**config.mk**
```make
export PLATFORM = sky130hd
export DESIGN_NAME = fpadd_seq
export DESIGN_NICKNAME = d
export VERILOG_FILES = /design/src/rtl/fpadd_seq.sv
export SDC_FILE = /design/constraint.sdc
export NUM_CORES = 1
export LEC_CHECK = 0
export CAP_MARGIN = 10
export CORE_AREA = 2 2 167 169
export CTS_CLUSTER_SIZE = 12
export DETAILED_ROUTE_END_ITERATION = 10
export DIE_AREA = 0 0 169 171
export HOLD_SLACK_MARGIN = 0.02
export PLACE_DENSITY = 0.79
export SLEW_MARGIN = 15
export SYNTH_ARGS = -nofsm -noshare
export SYNTH_HDL_FRONTEND = slang
export SYNTH_SLANG_ARGS = --single-unit
```
**constraint.sdc**
```tcl
create_clock -name clk -period 3.1 [get_ports clk]
set_clock_uncertainty 0.15 [all_clocks]
set_input_delay 0.62 -clock clk [delete_from_list [all_inputs] [get_ports clk]]
set_output_delay 0.62 -clock clk [all_outputs]
set_load 0.005 [all_outputs]
```
**src/rtl/fpadd_seq.sv**
```systemverilog
// Queues fp add/sub operand pairs and drives one multi-cycle adder over start/done, returning sums with a watchdog.
// Latency: two cycles from an accepted push into an empty queue to add_start, then adder time plus one cycle to out_valid.
// Backpressure: in_ready drops when the queue is full; a result is held stable in HOLD until out_ready.
module fpadd_seq #(
    parameter int DEPTH   = 4,
    parameter int TIMEOUT = 64
) (
    input  logic        clk,
    input  logic        reset,
    input  logic        in_valid,
    output logic        in_ready,
    input  logic [31:0] in_a,
    input  logic [31:0] in_b,
    input  logic        in_sub,
    output logic        out_valid,
    input  logic        out_ready,
    output logic [31:0] out_sum,
    output logic        out_err,
    output logic        add_start,
    output logic [31:0] add_a,
    output logic [31:0] add_b,
    input  logic [31:0] add_sum,
    input  logic        add_done,
    output logic        busy,
    output logic [15:0] op_count
);

    localparam int AW = (DEPTH > 1) ? $clog2(DEPTH) : 1;
    localparam int TW = $clog2(TIMEOUT);
    localparam logic [AW:0]   FULL_CNT = (AW+1)'(DEPTH);
    localparam logic [TW-1:0] TMO_LAST = TW'(TIMEOUT - 1);
    localparam logic [31:0]   QNAN     = 32'h7FC0_0000;

    typedef enum logic [1:0] {IDLE, ISSUE, WAIT, HOLD} state_t;

    state_t        state;
    logic [63:0]   mem [DEPTH];
    logic [AW-1:0] wr_ptr;
    logic [AW-1:0] rd_ptr;
    logic [AW:0]   count;
    logic [TW-1:0] timer;
    logic [63:0]   head;
    logic          q_empty;
    logic          q_full;
    logic          push;
    logic          pop;

    assign q_empty  = (count == '0);
    assign q_full   = (count == FULL_CNT);
    assign in_ready = !q_full;
    assign push     = in_valid && !q_full;
    assign pop      = (state == IDLE) && !q_empty;
    assign head     = mem[rd_ptr];
    assign busy     = (state != IDLE) || !q_empty;

    // Subtraction is folded into the queued operand so the adder only ever adds.
    always_ff @(posedge clk) begin
        if (push) begin
            mem[wr_ptr] <= {in_a, in_b[31] ^ in_sub, in_b[30:0]};
        end
    end

    always_ff @(posedge clk) begin
        if (reset) begin
            wr_ptr <= '0;
            rd_ptr <= '0;
            count  <= '0;
        end else begin
            if (push) begin
                wr_ptr <= wr_ptr + 1'b1;
            end
            if (pop) begin
                rd_ptr <= rd_ptr + 1'b1;
            end
            case ({push, pop})
                2'b10:   count <= count + 1'b1;
                2'b01:   count <= count - 1'b1;
                default: count <= count;
            endcase
        end
    end

    // add_start is high exactly while in ISSUE; the adder clears done on that edge,
    // so the first WAIT cycle already reflects the new operation.
    always_ff @(posedge clk) begin
        if (reset) begin
            state     <= IDLE;
            add_start <= 1'b0;
            add_a     <= '0;
            add_b     <= '0;
            timer     <= '0;
            out_valid <= 1'b0;
            out_err   <= 1'b0;
            out_sum   <= '0;
            op_count  <= '0;
        end else begin
            case (state)
                IDLE: begin
                    if (!q_empty) begin
                        add_a     <= head[63:32];
                        add_b     <= head[31:0];
                        add_start <= 1'b1;
                        state     <= ISSUE;
                    end
                end
                ISSUE: begin
                    add_start <= 1'b0;
                    timer     <= '0;
                    state     <= WAIT;
                end
                WAIT: begin
                    if (add_done) begin
                        out_sum   <= add_sum;
                        out_err   <= 1'b0;
                        out_valid <= 1'b1;
                        state     <= HOLD;
                    end else if (timer == TMO_LAST) begin
                        out_sum   <= QNAN;
                        out_err   <= 1'b1;
                        out_valid <= 1'b1;
                        state     <= HOLD;
                    end else begin
                        timer <= timer + 1'b1;
                    end
                end
                HOLD: begin
                    if (out_ready) begin
                        out_valid <= 1'b0;
                        op_count  <= op_count + 16'd1;
                        state     <= IDLE;
                    end
                end
                default: state <= IDLE;
            endcase
        end
    end

endmodule

```
* Yosys cells after proc, flatten, opt, wreduce, memory -nomap -nowiden
Memories as Yosys holds them, arrays and structs flattened. A register that Yosys moved wholly into a read port is not among the register bits.
Cells that the tools add are included.
** Storage, ports and cells
- ROM bits :: 0
- Bits in writable memories :: 256
- Output and inout port bits :: 117
- Bits of input ports :: 102
- Memories kept :: 1
- Word-level logic and storage cells :: 71
- Register bits :: 66
- Bits in latches :: 0
** Cells by class
- Bitwise operators :: 2
- Divide/modulo/power cells :: 0
- $mul :: 0
- Muxes and demuxes :: 20
- Reductions and logical operators :: 20
- Magnitude comparators :: 0
- Add/subtract/negate cells :: 6
- Shift-type cells :: 0
- Equal/unequal tests :: 12
** Memory list
- mem :: words 4, bits a word 64, read ports 1, clocked after Yosys merged registers in 1, wr ports 1, line 37 : logic [63:0] mem [DEPTH];
** Operator list (number)
- 32-bit two-way mux :: 2
- 16-bit by 1-bit adder with 16-bit output, second input constant :: 1
- 6-bit two-way mux :: 2
- 6-bit one-hot mux with 2 select lines :: 1
- 2-bit nonzero test :: 6
- 3-bit AND reduction :: 3
- 2-bit two-way mux :: 4
- 2-bit != test, second input constant :: 4
- 2-bit one-hot mux with 4 select lines :: 1
- 2-bit AND reduction :: 4
- 1-bit two-way mux :: 7
- 6-bit by 1-bit adder with 6-bit output, second input constant :: 1
- 2-bit equality test, second input constant :: 3
- 6-bit equality test, second input constant :: 1
- 3-bit one-hot mux with 2 select lines :: 1
- 2-bit by 1-bit adder with 2-bit output, second input constant :: 2
- 2-bit by 1-bit equality test with 1-bit output, second input constant :: 2
- 1-bit one-hot mux with 2 select lines :: 2
- 3-bit by 1-bit adder with 3-bit output, second input constant :: 1
- 3-bit equality test, second input constant :: 1
- 3-bit logical NOT :: 1
- 3-bit != test, second input constant :: 1
- 3-bit by 1-bit subtractor with 3-bit output, second input constant :: 1
- 1-bit logical AND :: 2
- other kinds (5) :: 6

* Logic depth before layout (Yosys ltp)
Gate-level depths: netlist of run 1.
- Word-level depth :: 5
- Depth in mapped cells :: 11
- Depth with buffers taken out :: 10

* Worst setup path after synthesis of run 1
No wires, ideal clock.
- Kind :: input to register
- Start point :: input in_valid
- End point :: memory mem[0][0], enable pin
- Buffers on the path :: 0
- Data required time :: 2.521 ns
- Data arrival time :: 2.165 ns
- Stages :: 1
- Setup slack :: 0.356 ns
- Setup time :: 0.429 ns
- Path through :: and3_1
** On the way
- Longest elaborated chain between the ends :: 3
** RTL lines
- from (decl) :: line 10 : input logic in_valid,
- 1-bit logical AND :: line 51 : assign push = in_valid && !q_full;
- 1-bit two-way mux :: line 58 : if (push) begin
- 1-bit two-way mux (not written as such) :: line 59 : mem[wr_ptr] <= {in_a, in_b[31] ^ in_sub, in_b[30:0]};
- to (decl) :: line 37
Every way passes these cells.

* Worst setup path after layout of run 1
- Start point :: register state[0]
- End point :: output busy
** On the way
- Longest elaborated chain between the ends :: 2
** RTL lines
- from (decl) :: line 36 : state_t state;
- from (signal assigned) :: line 87 : state <= IDLE;
- from (signal assigned) :: line 103 : state <= ISSUE;
- from (signal assigned) :: line 109 : state <= WAIT;
- 2-bit nonzero test :: line 54 : assign busy = (state != IDLE) || !q_empty;
- 1-bit logical OR :: line 54
- to (decl) :: line 24 : output logic busy,
Every way passes these cells.

==> metrics.txt, run 1 <==
status=completed; setup ws final=0.427 ns; slowest cell delay on critical path=0.54 ns; share of cells above drive strength 1=0.131; initial core utilization=0.518; Worst Setup Start Kind=flip-flop; total iterations of the first detailed-routing run=5; placed cell area=0.0168 mm^2; Warnings, synthesis=0; Seq/Total Area, Yosys=0.727; H-tree levels=2; # placed instances=1441; CTS root buf=clkbuf_16; fin cells=1513; top_reg_cell synth=edfxtp_1; combinational fraction of design power=0.239; NetSw=4.02 mW; hpwl dp=18000 um; number of flops mapped to enable cells by yosys=256; initial antenna violation count=0; max-cap viol count=0; Tightest Pin Transition=0.861 ns; first-pass GRT wire length=45400 um; P&R area growth vs syn=27.7%; Via density=5.55; Routed WL=29500 um; multi-input logic area=0.00362 mm^2; Synth cell types=46; Resize count post-CTS=0; final instance area=0.0181 mm^2; Synth Cell Area=0.0142 mm^2; RSZ-0062 raised after global routing=false; relative slew slack=0.426; # hold bufs at CTS=0; Seq cells post-synth=386; most common cell after layout, fill and taps aside=edfxtp_1; port bufs=218; Crit path max-delay family=buffers and inverters; setup bufs post-CTS=0; clock share of power=0.307; Rows=61; routed len/inst=19.5 um; vias in the first global route=8343; worst min-delay path category=reg -> reg; gr usage total=0.201; Post-Synthesis Cells=905; Critical Path Slowest Stage Cell=clkdlybuf4s50_1; worst path required time=2.33 ns; gpl congestion=0.784; crit path cell chain=inv_1 -> ha_1 -> nand2_1 -> clkdlybuf4s50_1; DRC viols=0; Hold Crit Start=add_a[17]; 1st-iter DRT viols=494; core area=0.0273 mm^2; Crit. End Element=output pin; DRT antenna net count=0; Die Ht=171 um; CTS Sinks=386; Clk pin slew, worst setup/hold paths=0.06 ns; Place WS=0.257 ns; Reg power frac=0.454; power consumption=14.7 mW; Hold WS=0.303 ns; Mapped Avg Cell Area=15.7 um^2; final core utilization=0.662; largest net degree at the start of global routing=68; kind of critical path=reg -> out; die area=0.0289 mm^2; fin crit share=0.862; Fin. Hold Viols=0; Peak VDD IR=0.546 mV; Nets=1252; worst r2r src=count[2]; crit path launch=state[0]; # setup viols final=0; syn nets=1020; CP max FO=4; Pint=10.7 mW; vias=8391; CTS tree=built; Leak=6.00 nW; total negative slack=0 ns; Period minus WS final=2.67 ns; most frequent cells in the layout=edfxtp_1 (256), clkdlybuf4s50_1 (217), nand2_1 (143), dfxtp_1 (128), a21oi_1 (85); total grt overflow=0; Crit path buffers/inverters=2; final slew viol count=0; Die X-Extent=169 um; # diodes=0; worst skew pair latency=0.52 ns; CTS Buf Count=40; filler instances=1925; Net Sw Frac=0.273; FF/Latch Area=0.0103 mm^2; P per Cell Area=815 mW/mm^2; fmax=374 MHz; CP arrival=1.90 ns; I/O pins=219; CTS Buffer Depth=3; asr flop ratio synth=0
[synth_stat cells (2+ instances only)]
library cell,number,area share
edfxtp_1,256,0.54
nand2_1,143,0.038
dfxtp_1,130,0.18
a21oi_1,85,0.030
mux4_2,64,0.10
nor2_1,31,0.0082
a22o_1,23,0.014
buf_2,21,0.0074
clkbuf_1,14,0.0037
nand3_1,14,0.0049
xor2_1,13,0.0080
ha_1,12,0.011
nor3_1,12,0.0042
inv_1,10,0.0027
buf_4,8,0.0042
and3_1,5,0.0022
buf_1,5,0.0013
nand4_1,5,0.0022
o21ai_0,5,0.0018
xnor2_1,5,0.0031
or3_1,4,0.0018
a211oi_1,3,0.0016
a31oi_1,3,0.0013
nand2b_1,3,0.0013
nor2b_1,3,0.0013
o211ai_1,3,0.0016
or4_1,3,0.0016
and4_2,2,0.0014
nand3b_1,2,0.0011
nor4_1,2,0.00088
[cell type report]
class | count | share of cell area
Clock inverter | 8 | 0.00374
Timing Repair Buffer | 238 | 0.135
Sequential cell | 386 | 0.569
Clock buffer | 64 | 0.0654
Multi-Input combinational cell | 460 | 0.200
Tap cell | 346 | 0.0239
Inverter | 11 | 0.00228
[metal layers]
| metal | vias up | global-route usage | part of all wire |
|---|---|---|---|
| met5 | - | 0 | 0 |
| met4 | 0 | 0.0632 | 0.024 |
| met3 | 56 | 0.0477 | 0.062 |
| met2 | 296 | 0.346 | 0.49 |
| met1 | 4161 | 0.256 | 0.42 |
| li1 | 3878 | - | - |
[registers in the layout, summed over array words and instances, names as in the netlist, 2 cells and up]
name      cells
out_sum      32
count         3
mem         256
rd_ptr        2
add_b        32
wr_ptr        2
state         2
add_a        32
op_count     16
timer         6
[logic make-up after synthesis]
group | share of synthesized area
simple gates | 0.0750
buf+inv | 0.0196
fa+ha+maj | 0.0120
compound gates | 0.0540
xor+xnor | 0.0111
mux | 0.102
flops | 0.727
[final timing paths]
check	endpoint	slack [ns]	depth (start not counted)
worst max-delay path	busy	0.43	4
worst min-delay path	add_a[17]	0.30	2
worst max register to register	count[2]	0.48	9
worst min register to register	add_a[17]	0.30	2
[tightest hold or removal path: stages, from the launching register on]
cell and delay (ns):
dfxtp_1 0.30, nand2_1 0.05, a21oi_1 0.05
[power groups by stage]
stage | Clock [mW] | Combinational [mW] | Sequential (mW)
after floorplan | 0 | 1.99 | 6.68
after global placement | 0 | 3.51 | 6.75
after detailed placement | 0 | 3.56 | 6.80
after CTS | 4.63 | 3.59 | 6.70
after global routing | 4.84 | 3.87 | 6.77
final | 4.53 | 3.52 | 6.69
Note: power is estimated with default switching activity, not from simulation.
==> run 2, diff against run 1 <==
CELL_PAD_IN_SITES_DETAIL_PLACEMENT = 1   (was unset)
CELL_PAD_IN_SITES_GLOBAL_PLACEMENT = 1   (was unset)
CORE_AREA = 2 2 181 183   (was 2 2 167 169)
CTS_CLUSTER_DIAMETER = 200   (was unset)
CTS_CLUSTER_SIZE = 8   (was 12)
DIE_AREA = 0 0 183 185   (was 0 0 169 171)
PLACE_DENSITY = 0.8   (was 0.79)
==> run 2 against run 1 <==
- power rose by 6.5%
- via count rose by 2.3%
- routed wire length rose by 15%
- critical path type unchanged
- utilization fell by 8.5 points
- critical path depth did not move
- final cell count rose by 5.9%
- maximum frequency fell by 1.9%
- sequential power barely moved
- highest routed layer unchanged
- worst setup slack got worse by 0.051 ns
- worst hold slack improved by 0.0026 ns
- sequential share of layout area fell by 1.2 points
- critical endpoint unchanged
==> metrics.txt, run 2 (synthesis results as in run 1) <==
fmax=367 MHz (-1.9%); CTS tree=built; Clk pin slew, worst setup/hold paths=0.05 ns (about the same); Peak VDD IR=0.651 mV (+19%); Metal-1 WL=14300 um (+15%); fin cells=1602 (+5.9%); DRC viols=0 (unchanged); Leak=6.13 nW (+2.2%); final instance area=0.0185 mm^2 (+2.1%); setup bufs post-CTS=0 (unchanged); Nets=1268 (+1.3%); gpl congestion=0.734 (-6.5%); fin crit share=0.879 (+0.0165); total iterations of the first detailed-routing run=5 (unchanged); # hold bufs at CTS=0 (unchanged); CP arrival=1.95 ns (+0.05 ns); placed cell area=0.0169 mm^2 (+0.55%); routed len/inst=21.2 um (+8.8%); Largest register FFs=256 (unchanged); port bufs=218 (unchanged); Crit. End Element=output pin; max-cap viol count=0 (unchanged); Die Ht=185 um (+8.2%); DRT antenna net count=0 (unchanged); Die X-Extent=183 um (+8.3%); final slew viol count=0 (unchanged); Worst Setup Start Kind=flip-flop; top sig layer=met4; most common cell after layout, fill and taps aside=edfxtp_1; Reg with most FFs=mem; CTS root buf=clkbuf_16; largest net degree at the start of global routing=68 (unchanged); Resize count post-CTS=0 (unchanged); P&R area growth vs syn=30.4%; initial core utilization=0.442 (-0.0763); die area=0.0339 mm^2 (+17%); worst path required time=2.33 ns (about the same); status=completed; worst skew pair latency=0.55 ns (+0.03 ns); Rows=66 (+8.2%); # placed instances=1505 (+4.4%); power consumption=15.7 mW (+6.5%); Tightest Pin Transition=0.887 ns (+0.0263 ns); CP max FO=4 (unchanged); Routed WL=34000 um (+15%); relative slew slack=0.409 (-0.0176); gr usage total=0.201 (-0.000515); P per Cell Area=849 mW/mm^2 (+4.2%); kind of critical path=reg -> out; 1st-iter DRT viols=440 (-11%); filler instances=2979 (+55%); vias=8586 (+2.3%); vias in the first global route=9401 (+13%); CTS Buffer Depth=3 (unchanged); CTS Buf Count=54 (+35%); H-tree levels=2 (unchanged); met2 wire len=17000 um (+16%); core area=0.0320 mm^2 (+17%); met3 wire len=2110 um (+15%); Fin. Hold Viols=0 (unchanged); # setup viols final=0 (unchanged); initial antenna violation count=2 (+2); RSZ-0062 raised after global routing=false; Via density=5.36 (-3.4%); I/O pins=219 (unchanged); hpwl dp=21500 um (+20%); most frequent cells in the layout=edfxtp_1 (256), clkdlybuf4s50_1 (217), nand2_1 (143), dfxtp_1 (128), a21oi_1 (85); total negative slack=0 ns (unchanged); Period minus WS final=2.72 ns (+0.0510 ns); worst min-delay path category=reg -> reg; total grt overflow=0 (unchanged); first-pass GRT wire length=52600 um (+16%); share of cells above drive strength 1=0.134 (+0.00301); CTS Sinks=386 (unchanged)
run 2: cell types whose count changed in the layout (fill, tap and decap cells not counted), sizes merged:
cell,delta
bufinv,-1
buf,+2
clkbuf,+29
inv,-1
clkinv,-3
diode,+1
run 2: per-layer routing:
metal  up-vias  track usage
met4         0       0.0579
met3        50       0.0452
met5         -            0
met1      4352        0.249
li1       3912            -
met2       272        0.354
run 2: final timing paths:
path,from,cells after the start,slack [ns],endpoint
worst max-delay path,state[0],4,0.38,busy
worst min-delay path,add_a[21],2,0.31,add_a[21]
worst max register to register,count[0],9,0.47,count[2]
worst min register to register,add_a[21],2,0.31,add_a[21]
run 2: cell type report:
cell class              count  area [um^2]  share of cell area
flip-flops and latches    386        10300               0.557
multi-input cells         460         3620               0.196
repair buffers            240         2460               0.133
clock buffers              93         1500              0.0811
well taps                 408          510              0.0276
clock inverters             3         45.0             0.00244
inverters                  11         41.3             0.00223
diodes                      1         2.50            0.000135
run 2: metrics by stage:
step,setup slack [ns],util,hold WS (ns)
after floorplan,0.356,-,0.303
after global placement,0.283,0.528,0.294
after detailed placement,0.212,0.528,0.299
after CTS,0.344,0.577,0.306
after global routing,0.241,0.577,0.331
final,0.376,0.577,0.305
run 2: critical path, cell delays in order, from the launching register on:
cell and delay, ns:
dfxtp_1 0.39, inv_1 0.11, ha_1 0.26, nand2_1 0.12, clkdlybuf4s50_1 0.53
run 2: report_power, final:
| group | leakage [nW] | switching, mW | total [mW] | internal (mW) |
|---|---|---|---|---|
| registers | 3.41 | 0.425 | 6.71 | 6.29 |
| clock network | 0.732 | 2.07 | 5.32 | 3.24 |
| logic | 1.99 | 1.89 | 3.66 | 1.77 |
==> run 3, diff against run 2 <==
CTS_CLUSTER_DIAMETER = unset   (was 200)
==> results of run 3 <==
Same layout as run 2: the final DEF is identical, and so are final timing and power.
